--- config.mk ---
export PLATFORM = sky130hd
export DESIGN_NAME = ahb_gpio_mc
export DESIGN_NICKNAME = d
export VERILOG_FILES = /design/src/rtl/ahb_gpio_pkg.sv /design/src/rtl/gpio_sync.sv /design/src/rtl/ahb_gpio_mc.sv
export SDC_FILE = /design/constraint.sdc
export NUM_CORES = 1
export LEC_CHECK = 0
export CAP_MARGIN = 20
export CORE_AREA = 2 2 100 102
export CTS_BUF_LIST = sky130_fd_sc_hd__clkbuf_2 sky130_fd_sc_hd__clkbuf_4 sky130_fd_sc_hd__clkbuf_8
export DETAILED_ROUTE_END_ITERATION = 10
export DIE_AREA = 0 0 102 104
export HOLD_SLACK_MARGIN = 0.02
export PLACE_DENSITY = 0.79
export SYNTH_ARGS = -nofsm -noshare
export SYNTH_HDL_FRONTEND = slang
export SYNTH_HIERARCHICAL = 1
export SYNTH_SLANG_ARGS = --single-unit
--- constraint.sdc ---
create_clock -name hclk -period 2.44 [get_ports hclk]
set_clock_uncertainty 0.2 [all_clocks]
set_input_delay 0.488 -clock hclk [delete_from_list [all_inputs] [get_ports hclk]]
set_output_delay 0.488 -clock hclk [all_outputs]
set_load 0.05 [all_outputs]
--- src/rtl/ahb_gpio_pkg.sv ---
// Shared encodings for the AHB-Lite GPIO controller: bus transfer types,
// register word offsets and the latched data-phase record.
package ahb_gpio_pkg;

  localparam logic [1:0] HTRANS_IDLE   = 2'b00;
  localparam logic [1:0] HTRANS_BUSY   = 2'b01;
  localparam logic [1:0] HTRANS_NONSEQ = 2'b10;
  localparam logic [1:0] HTRANS_SEQ    = 2'b11;

  localparam int unsigned OFF_W = 4;

  localparam logic [OFF_W-1:0] GPIO_IN    = 4'h0;
  localparam logic [OFF_W-1:0] GPIO_OUT   = 4'h1;
  localparam logic [OFF_W-1:0] GPIO_DIR   = 4'h2;
  localparam logic [OFF_W-1:0] GPIO_SET   = 4'h3;
  localparam logic [OFF_W-1:0] GPIO_CLR   = 4'h4;
  localparam logic [OFF_W-1:0] GPIO_TGL   = 4'h5;
  localparam logic [OFF_W-1:0] GPIO_IE    = 4'h6;
  localparam logic [OFF_W-1:0] GPIO_ITYPE = 4'h7;
  localparam logic [OFF_W-1:0] GPIO_ISTAT = 4'h8;

  typedef struct packed {
    logic             valid;
    logic             write;
    logic [OFF_W-1:0] off;
  } dphase_t;

  // NONSEQ and SEQ both carry htrans[1]; IDLE and BUSY never start a transfer.
  function automatic logic ahb_access(input logic       hsel,
                                      input logic       hready,
                                      input logic [1:0] htrans);
    return hsel & hready & htrans[1];
  endfunction

endpackage

--- src/rtl/gpio_sync.sv ---
// Multi-flop synchroniser for asynchronous pad inputs; every stage resets to 0.
module gpio_sync #(
  parameter int unsigned WIDTH  = 8,
  parameter int unsigned STAGES = 2
) (
  input  logic             hclk,
  input  logic             hresetn,
  input  logic [WIDTH-1:0] i_async,
  output logic [WIDTH-1:0] o_sync
);

  logic [WIDTH-1:0] r_chain [STAGES];

  always_ff @(posedge hclk or negedge hresetn) begin
    if (!hresetn) begin
      for (int i = 0; i < int'(STAGES); i++) r_chain[i] <= '0;
    end else begin
      r_chain[0] <= i_async;
      for (int i = 1; i < int'(STAGES); i++) r_chain[i] <= r_chain[i-1];
    end
  end

  assign o_sync = r_chain[STAGES-1];

endmodule

--- src/rtl/ahb_gpio_mc.sv ---
// AHB-Lite GPIO controller: per-pin direction, atomic set/clear/toggle,
// synchronised inputs and edge interrupts folded into one registered line.
module ahb_gpio_mc
  import ahb_gpio_pkg::*;
#(
  parameter int unsigned AWIDTH      = 32,
  parameter int unsigned DWIDTH      = 32,
  parameter int unsigned NGPIO       = 8,
  parameter int unsigned SYNC_STAGES = 2
) (
  input  logic              hclk,
  input  logic              hresetn,
  input  logic              hsel_i,
  input  logic              hwrite_i,
  input  logic              hready_i,
  input  logic [2:0]        hsize_i,
  input  logic [2:0]        hburst_i,
  input  logic [1:0]        htrans_i,
  input  logic [AWIDTH-1:0] haddr_i,
  input  logic [DWIDTH-1:0] hwdata_i,
  output logic              hreadyout_o,
  output logic              hresp_o,
  output logic [DWIDTH-1:0] hrdata_o,
  input  logic [NGPIO-1:0]  gpio_i,
  output logic [NGPIO-1:0]  gpio_o,
  output logic [NGPIO-1:0]  gpio_oe_o,
  output logic              irq_o
);

  dphase_t          r_dp;
  logic [NGPIO-1:0] r_out;
  logic [NGPIO-1:0] r_dir;
  logic [NGPIO-1:0] r_ie;
  logic [NGPIO-1:0] r_itype;
  logic [NGPIO-1:0] r_istat;
  logic [NGPIO-1:0] r_in_d;
  logic             r_irq;

  logic             w_access;
  logic             w_wr_en;
  logic             w_rd_en;
  logic [NGPIO-1:0] w_wdata;
  logic [NGPIO-1:0] w_in;
  logic [NGPIO-1:0] w_edge;
  logic [NGPIO-1:0] w_w1c;
  logic [NGPIO-1:0] w_rdata;
  logic             w_unused_ok;

  // Size, burst and address bits outside [5:2] carry no meaning here.
  assign w_unused_ok = ^{hsize_i, hburst_i, htrans_i[0], haddr_i, hwdata_i};

  assign w_access = ahb_access(hsel_i, hready_i, htrans_i);
  assign w_wr_en  = r_dp.valid & r_dp.write;
  assign w_rd_en  = r_dp.valid & ~r_dp.write;
  assign w_wdata  = hwdata_i[NGPIO-1:0];

  // Address-phase capture; a non-access cycle leaves no pending data phase.
  always_ff @(posedge hclk or negedge hresetn) begin
    if (!hresetn) begin
      r_dp <= '0;
    end else if (w_access) begin
      r_dp.valid <= 1'b1;
      r_dp.write <= hwrite_i;
      r_dp.off   <= haddr_i[5:2];
    end else begin
      r_dp <= '0;
    end
  end

  gpio_sync #(
    .WIDTH  (NGPIO),
    .STAGES (SYNC_STAGES)
  ) u_sync (
    .hclk    (hclk),
    .hresetn (hresetn),
    .i_async (gpio_i),
    .o_sync  (w_in)
  );

  assign w_edge = (r_itype & r_in_d & ~w_in) | (~r_itype & w_in & ~r_in_d);
  assign w_w1c  = (w_wr_en && (r_dp.off == GPIO_ISTAT)) ? w_wdata : '0;

  // Register file; SET/CLR/TGL act on OUT as read-modify-write.
  always_ff @(posedge hclk or negedge hresetn) begin
    if (!hresetn) begin
      r_out   <= '0;
      r_dir   <= '0;
      r_ie    <= '0;
      r_itype <= '0;
    end else if (w_wr_en) begin
      case (r_dp.off)
        GPIO_OUT:   r_out   <= w_wdata;
        GPIO_DIR:   r_dir   <= w_wdata;
        GPIO_SET:   r_out   <= r_out | w_wdata;
        GPIO_CLR:   r_out   <= r_out & ~w_wdata;
        GPIO_TGL:   r_out   <= r_out ^ w_wdata;
        GPIO_IE:    r_ie    <= w_wdata;
        GPIO_ITYPE: r_itype <= w_wdata;
        default:    ;
      endcase
    end
  end

  // A fresh edge outranks a simultaneous write-1-to-clear on the same pin.
  always_ff @(posedge hclk or negedge hresetn) begin
    if (!hresetn) begin
      r_in_d  <= '0;
      r_istat <= '0;
      r_irq   <= 1'b0;
    end else begin
      r_in_d  <= w_in;
      r_istat <= (r_istat & ~w_w1c) | w_edge;
      r_irq   <= |(r_istat & r_ie);
    end
  end

  always_comb begin
    w_rdata = '0;
    if (w_rd_en) begin
      case (r_dp.off)
        GPIO_IN:    w_rdata = w_in;
        GPIO_OUT:   w_rdata = r_out;
        GPIO_DIR:   w_rdata = r_dir;
        GPIO_IE:    w_rdata = r_ie;
        GPIO_ITYPE: w_rdata = r_itype;
        GPIO_ISTAT: w_rdata = r_istat;
        default:    w_rdata = '0;
      endcase
    end
  end

  assign hrdata_o    = DWIDTH'(w_rdata);
  assign hreadyout_o = 1'b1;
  assign hresp_o     = 1'b0;
  assign gpio_o      = r_out;
  assign gpio_oe_o   = r_dir;
  assign irq_o       = r_irq;

endmodule

== After elaboration in Yosys (flattened, before gate mapping) ==
Index checks and enable logic that the tools add are counted.

* Bits of input ports: 85
* Bits in read-only memories: 0
* Bits in latches: 0
* Bits in writable memories: 0
* Memories kept: 0
* Output and inout bits: 51
* Bits in registers: 71

* Eq/ne operators: 8
* Reductions and logical operators: 8
* Add/subtract/negate cells: 0
* Muxes and demuxes: 5
* Magnitude comparators: 0
* Shifts and indexed selects: 0
* $mul: 0
* Bitwise gates (word level): 21
* Divide/modulo/power cells: 0

{| class="wikitable"
|+ Operators with widths
! cell !! number
|-
| $and 8x8->8 || 7
|-
| $pmux 8 s6 || 1
|-
| $not 8->8 || 5
|-
| $pmux 8 s4 || 1
|-
| $or 8x8->8 || 3
|-
| $eq 4x3->1 const B || 4
|-
| $mux 8 || 2
|-
| $eq 4x2->1 const B || 2
|-
| $reduce_and 2->1 || 4
|-
| $reduce_or 8->1 || 1
|-
| $xor 8x8->8 || 1
|-
| $mux 6 || 1
|-
| $and 1x1->1 || 4
|-
| $eq 4x1->1 const B || 1
|-
| $eq 4x4->1 const B || 1
|-
| $logic_not 4->1 || 1
|-
| $reduce_bool 4->1 || 1
|-
| $logic_and 1x1->1 || 1
|-
| $not 1->1 || 1
|}

== Longest topological paths before layout ==
Gate-level depths: netlist (run 1).

* Word-level depth: 6
* Depth in mapped cells: 6
* Gate-level depth less buffers: 5

== Hierarchy ==
Netlist (run 1), hierarchy kept.

{| class="wikitable"
|+ Modules (own cells, without submodules)
! module !! seq. area each (µm²) !! area an instance (µm²) !! times used !! cells each
|-
| ahb_gpio_mc || 1376.3 || 3280.6 || 1 || 322
|-
| gpio_sync || 400.4 || 460.4 || 1 || 24
|}

== Least setup slack after synthesis (run 1) ==
No wires, ideal clock.

* Path kind: register -> output
* From: register r_dp[0] in the netlist's numbering
* To: output port hrdata_o[0]
* Setup slack: -452 ps
* Stages on the path, launching flop included: 7
* Arrival time: 2204 ps
* Buffers on the path: 2
* Path through: dfrtp_1 > buf_4 > buf_6 > mux2i_1 > nor3_1 > a31oi_1 > o31ai_1

* Longest elaborated chain between the ends: 3
* Elaborated cells on any way between the ends: 8
* Those cells by class: 5 x eq/ne; 2 x mux; 1 x reduce/logical

{| class="wikitable"
|+ RTL lines
! element !! line !! RTL
|-
| start, declared || ahb_gpio_mc.sv:30 || <nowiki>dphase_t r_dp;</nowiki>
|-
| $eq 4x4->1, or another cell as far along || ahb_gpio_mc.sv:120 || <nowiki>case (r_dp.off)</nowiki>
|-
| $pmux 8 s6 (*) || ahb_gpio_mc.sv:120 ||
|-
| $mux 8 (*) || ahb_gpio_mc.sv:119 || <nowiki>if (w_rd_en) begin</nowiki>
|-
| end, declared || ahb_gpio_mc.sv:23 || <nowiki>output logic [DWIDTH-1:0] hrdata_o,</nowiki>
|}

Mark *: on every way between the ends. The rest lies on a longest branch, timed or not.

== Final worst setup path (run 1) ==
* From: register r_dp[3] in the netlist's numbering
* To: output port hrdata_o[3]

The elaborated chain is that of the path after synthesis.

==> impl_metrics.env, run 1 <==
export IMPL_min_path_cells=0
export IMPL_finalSetupTns_ns=-0.996
export IMPL_place_area_um2=4510
export IMPL_holdPathEnd="u_sync/o_sync[6]"
export IMPL_grt_usage=0.182
export IMPL_seq_area_frac_synth=0.475
export IMPL_yosys_warnings=6
export IMPL_vias_per_cell=5.21
export IMPL_htreeDepth=3
export IMPL_p_int_uw=1920
export IMPL_violations="setup timing"
export IMPL_layout_commonest_cell="dfrtp_1"
export IMPL_wl_per_cell_um=16.9
export IMPL_final_nets=518
export IMPL_critPathKind="reg -> out"
export IMPL_cts_tree="yes"
export IMPL_finalMaxSlewViolations=0
export IMPL_critical_path_arrival_ns=1.96
export IMPL_clkTransAtPathRegs_ns=0.07
export IMPL_row_count=36
export IMPL_outcome="finished, violations left"
export IMPL_gp_congestion=0.854
export IMPL_critPathCaptureType="output port"
export IMPL_crit_fanout=7
export IMPL_setup_ws_ns=-0.212
export IMPL_mostFrequentLayoutCells="69 x dfrtp_1, 41 x clkdlybuf4s50_1, 28 x nand2_1"
export IMPL_grt_pass1_wl_um=14700
export IMPL_syn_inst=346
export IMPL_die_area_um2=10600
export IMPL_fin_area_um2=4840
export IMPL_start_util=0.392
export IMPL_reg2reg_depth=5
export IMPL_fp_dieH_um=104
export IMPL_synth_cell_area_um2=3740
export IMPL_drt_wl_total_um=9360
export IMPL_synth_area_leader_cell="dfrtp_1"
export IMPL_drt_iter0_markers=236
export IMPL_crit_required_ns=1.75
export IMPL_drive_gt1_frac=0.244
export IMPL_antenna_found_initial=0
export IMPL_clock_sinks=71
export IMPL_cts_root_buf="clkbuf_8"
export IMPL_die_x_um=102
export IMPL_combPwrFrac=0.145
export IMPL_drtPass1Iterations=5
export IMPL_grt_max_degree=29
export IMPL_hp_class="reg -> reg"
export IMPL_cap_violations=0
export IMPL_ios=136
export IMPL_fp_coreArea_um2=9550
export IMPL_dp_hpwl_um=6580
export IMPL_switching_share=0.282
export IMPL_cts_buffers=9
export IMPL_globalRouteOverflowTotal=0
export IMPL_synth_cell_types=39
export IMPL_diodes=0
export IMPL_pwr_share_clk=0.394
export IMPL_drc=0
export IMPL_insertion_delay_ns=0.36
export IMPL_clockBufferDepth=2
export IMPL_synthToLayoutAreaGrowth_pct=29.4
export IMPL_r2r_slack_ns=0.18
export IMPL_fillCellCount=879
export IMPL_crit_start="r_dp[3]"
export IMPL_power_uw=2670
export IMPL_ys_ff_latch=71
export IMPL_max_freq_ghz=0.377
export IMPL_p_seq_frac=0.462
export IMPL_synth_area_top_cells="dfrtp_1 47%, mux2_2 7.5%, buf_4 7.4%"
export IMPL_reg2reg_to="gpio_o[7]"
export IMPL_ant_nets=0
export IMPL_worstHoldStart="u_sync/r_chain[14]"
export IMPL_vias=2890
export IMPL_p_per_area_nw_per_um2=552
export IMPL_p_leak_uw=0.00219
export IMPL_avgSynthCellArea_um2=10.8
export IMPL_p_switching_uw=755
export IMPL_finalHoldViolations=0
export IMPL_worst_pin_slew_ns=0.923
export IMPL_relSlewSlack=0.383
export IMPL_fin_crit_sh=1.09
export IMPL_vdd_drop_max_mv=0.314
export IMPL_place_port_buffers=50
export IMPL_yosysTopAreaCellShare=0.475
export IMPL_fin_crit_ns=2.65
export IMPL_rsz0062_at_grt="yes"
export IMPL_worstReg2RegStart="r_dp[2]"
export IMPL_crit_path_start_kind="register"
export IMPL_grt_pass1_vias=2819
export IMPL_final_setup_viol_count=8
==> power by group through the flow <==
stage | logic [µW] | clock network (µW) | registers [µW]
final | 387 | 1050 | 1230
after global routing | 418 | 1120 | 1240
after CTS | 387 | 1080 | 1230
after detailed placement | 374 | 0 | 1260
after global placement | 364 | 0 | 1250
after floorplan | 245 | 0 | 1270
==> per-stage QoR <==
stage | instances | hold WS [ns] | worst slack (ns) | utilization
2_1_floorplan | 370 | -0.00759 | -0.0277 | -
3_3_place_gp | 535 | 0.132 | 0.100 | 0.472
3_5_place_dp | 535 | 0.136 | 0.0927 | 0.472
4_1_cts | 554 | 0.152 | -0.185 | 0.505
5_1_grt | 555 | 0.157 | -0.254 | 0.507
6_report | 555 | 0.152 | -0.212 | 0.507
==> registers in the layout, summed over array words and instances (netlist names) <==
register        count
r_istat             8
r_ie                8
irq_o               1
r_dp                6
u_sync/r_chain      8
r_itype             8
u_sync/o_sync       8
gpio_o              8
r_in_d              8
gpio_oe_o           8
==> repair_timing <==
action                     4_1_cts  5_1_grt
buffers inserted                 2        1
hold buffers                     1        0
hold endpoints to repair        22        0
resized for setup               17        2
setup endpoints to repair        8        8
pin swaps                        5        3
==> cells in the mapped netlist (all sizes together) <==
cell	instances
o21ai	9
ha	16
or2b	1
a211o	1
a21o	2
dfrtp	71
mux2i	20
and3	2
o31ai	9
a31oi	2
nor3	4
nand4	2
or4	1
clkbuf	2
nand2	28
nand3	4
nor2	26
mux2	25
buf	43
nand2b	3
a22o	13
or3b	2
and2	6
inv	17
a21oi	11
nor4b	1
nand3b	2
o211ai	8
nor2b	2
o22ai	4
or3	2
a22oi	5
conb	2
==> how the worst max path moves through the flow <==
stage / to / slack, ns
2_1_floorplan: hrdata_o[0] / -0.03
3_3_place_gp: hrdata_o[3] / 0.10
3_5_place_dp: hrdata_o[3] / 0.09
4_1_cts: hrdata_o[3] / -0.19
5_1_grt: hrdata_o[3] / -0.25
6_report: hrdata_o[3] / -0.21
==> layer usage <==
metal / vias up / routed length, µm / share of wire / track usage
li1: 1290 / - / - / -
met1: 1417 / 3720 / 0.40 / 0.229
met2: 154 / 4640 / 0.50 / 0.294
met3: 29 / 688 / 0.074 / 0.0511
met4: 0 / 305 / 0.033 / 0.0743
met5: - / 0 / 0 / 0
==> worst max-delay path, cell delays in order (launching register included) <==
cell and delay, ns:
dfrtp_1 0.43, buf_6 0.15, or3b_4 0.42, o22ai_2 0.12, a31oi_1 0.07, a21oi_2 0.24
buf_12 0.17
==> final cells by class <==
class | count | area, µm² | area share
clock buffers | 9 | 124 | 0.0256
inverters | 17 | 63.8 | 0.0132
multi-input cells | 237 | 1750 | 0.362
clock inverters | 7 | 97.6 | 0.0202
well taps | 133 | 166 | 0.0344
flip-flops and latches | 71 | 1780 | 0.368
repair buffers | 81 | 858 | 0.177
==> logic make-up after synthesis <==
kind of cell	after synthesis	synth area share
AO/OA/AOI/OAI	64	0.118
adder cells (fa/ha/maj)	16	0.0535
buffers and inverters	62	0.103
flip-flops	71	0.475
multiplexers	45	0.129
other	2	0.00201
AND/OR/NAND/NOR	86	0.120
Note: power is estimated with default switching activity, not from simulation.
==> inputs of run 2 (changes only) <==
Settings changed: MAX_ROUTING_LAYER set to met4.
==> run 2 against run 1 <==
The flow still finishes with violations (setup timing); wire length grew 0.26%; flip-flop and latch count is the same; first-iteration DRC count grew 8.9%; clock power is essentially flat; via count shrank 1.6%; critical path type unchanged.
==> impl_metrics.env, run 2 (synthesis results as in run 1) <==
export IMPL_ios=136
export IMPL_pwr_share_clk=0.393
export IMPL_rsz0062_at_grt="yes"
export IMPL_vias_per_cell=5.12
export IMPL_diodes=0
export IMPL_hold_ws_ns=0.151
export IMPL_holdPathEnd="u_sync/o_sync[6]"
export IMPL_switching_share=0.282
export IMPL_finalMaxSlewViolations=0
export IMPL_fp_dieH_um=104
export IMPL_power_uw=2670
export IMPL_drt_iter0_markers=257
export IMPL_gp_congestion=0.868
export IMPL_max_freq_ghz=0.378
export IMPL_worst_pin_slew_ns=0.921
export IMPL_grt_max_degree=29
export IMPL_insertion_delay_ns=0.36
export IMPL_die_x_um=102
export IMPL_antenna_found_initial=0
export IMPL_final_nets=518
export IMPL_crit_path_start_kind="register"
export IMPL_final_setup_viol_count=8
export IMPL_drtPass1Iterations=4
export IMPL_fin_crit_ns=2.64
export IMPL_seqCellArea_um2=1780
export IMPL_drt_wl_total_um=9380
export IMPL_dp_hpwl_um=6580
export IMPL_die_area_um2=10600
export IMPL_combPwrFrac=0.145
export IMPL_ant_nets=0
export IMPL_drive_gt1_frac=0.244
export IMPL_critPathKind="reg -> out"
export IMPL_cts_tree="yes"
export IMPL_worstReg2RegStart="r_dp[2]"
export IMPL_drc=0
export IMPL_synthToLayoutAreaGrowth_pct=29.4
export IMPL_violations="setup timing"
export IMPL_setup_ws_ns=-0.203
export IMPL_finalHoldViolations=0
export IMPL_worstHoldStart="u_sync/r_chain[14]"
export IMPL_fin_crit_sh=1.08
export IMPL_r2r_slack_ns=0.19
export IMPL_grt_pass1_wl_um=14700
export IMPL_crit_fanout=7
export IMPL_p_leak_uw=0.00219
export IMPL_grt_usage=0.187
export IMPL_p_switching_uw=753
export IMPL_critical_path_arrival_ns=1.95
export IMPL_cap_violations=0
export IMPL_htreeDepth=3
export IMPL_row_count=36
export IMPL_cts_root_buf="clkbuf_8"
export IMPL_p_int_uw=1920
export IMPL_vdd_drop_max_mv=0.313
export IMPL_reg2reg_to="gpio_o[7]"
export IMPL_multiInputGateArea_um2=1750
export IMPL_relSlewSlack=0.384
export IMPL_place_port_buffers=50
export IMPL_fp_coreArea_um2=9550
export IMPL_layout_commonest_cell="dfrtp_1"
export IMPL_fin_area_um2=4840
export IMPL_clockBufferDepth=2
export IMPL_cts_buffers=9
export IMPL_clkTransAtPathRegs_ns=0.07
export IMPL_min_path_cells=0
export IMPL_fillCellCount=879
export IMPL_crit_required_ns=1.75
export IMPL_grt_pass1_vias=2823
export IMPL_start_util=0.392
export IMPL_hp_class="reg -> reg"
export IMPL_wl_per_cell_um=16.9
export IMPL_vias=2844
export IMPL_place_area_um2=4510
export IMPL_p_seq_frac=0.462
export IMPL_globalRouteOverflowTotal=0
export IMPL_clock_sinks=71
export IMPL_outcome="finished, violations left"
export IMPL_p_per_area_nw_per_um2=552
export IMPL_mostFrequentLayoutCells="69 x dfrtp_1, 41 x clkdlybuf4s50_1, 28 x nand2_1"
export IMPL_critPathCaptureType="output port"
export IMPL_reg2reg_depth=5
-- run 2: cell counts in the layout (fill, tap and decap cells not counted) --
Identical to the previous run, type by type.
-- run 2: how the worst max path moves through the flow --
| stage | startpoint | end | cells past startpoint |
|---|---|---|---|
| 2_1_floorplan | r_dp[0] | hrdata_o[0] | 6 |
| 3_5_place_dp | r_dp[1] | hrdata_o[3] | 5 |
| 4_1_cts | r_dp[3] | hrdata_o[3] | 6 |
| 5_1_grt | r_dp[3] | hrdata_o[3] | 6 |
| 3_3_place_gp | r_dp[1] | hrdata_o[3] | 5 |
| 6_report | r_dp[3] | hrdata_o[3] | 6 |
-- run 2: area by class of cell --
class | instances | share of cell area
Clock buffer | 9 | 0.0256
Sequential cell | 71 | 0.368
Clock inverter | 7 | 0.0202
Timing Repair Buffer | 81 | 0.177
Multi-Input combinational cell | 237 | 0.362
Inverter | 17 | 0.0132
Tap cell | 133 | 0.0344
-- run 2: stage by stage --
stage	setup slack, ns	util	setup TNS [ns]	cells
2_1_floorplan	-0.0277	-	-0.0277	370
3_3_place_gp	0.100	0.472	0	535
3_5_place_dp	0.0927	0.472	0	535
4_1_cts	-0.185	0.505	-0.950	554
5_1_grt	-0.254	0.507	-1.52	555
6_report	-0.203	0.507	-0.960	555
-- run 2: power by group through the flow --
stage                     clock network, µW  registers, µW  logic [µW]
final                                  1050           1230         387
after global routing                   1120           1240         418
after CTS                              1080           1230         387
after detailed placement                  0           1260         374
after global placement                    0           1250         364
after floorplan                           0           1270         245
-- run 2: layer usage --
layer	GRT usage	up-vias	wire, µm
li1	-	1287	-
met1	0.230	1395	3690
met2	0.294	137	4750
met3	0.0491	25	672
met4	0.0743	0	276
met5	-	-	0
-- run 2: critical path, cell delays in order, from the launching register on --
cell and delay [ns]:
dfrtp_1 0.43, buf_6 0.15, or3b_4 0.42, o22ai_2 0.12, a31oi_1 0.07, a21oi_2 0.23
buf_12 0.17
-- run 2: timing repair --
item | 4_1_cts | 5_1_grt
hold endpoints to repair | 22 | 0
cloned | 0 | 0
buffers inserted | 2 | 1
gates resized for setup | 17 | 2
pin swaps | 5 | 3
hold buffers | 1 | 0
endpoints found under the setup margin | 8 | 8
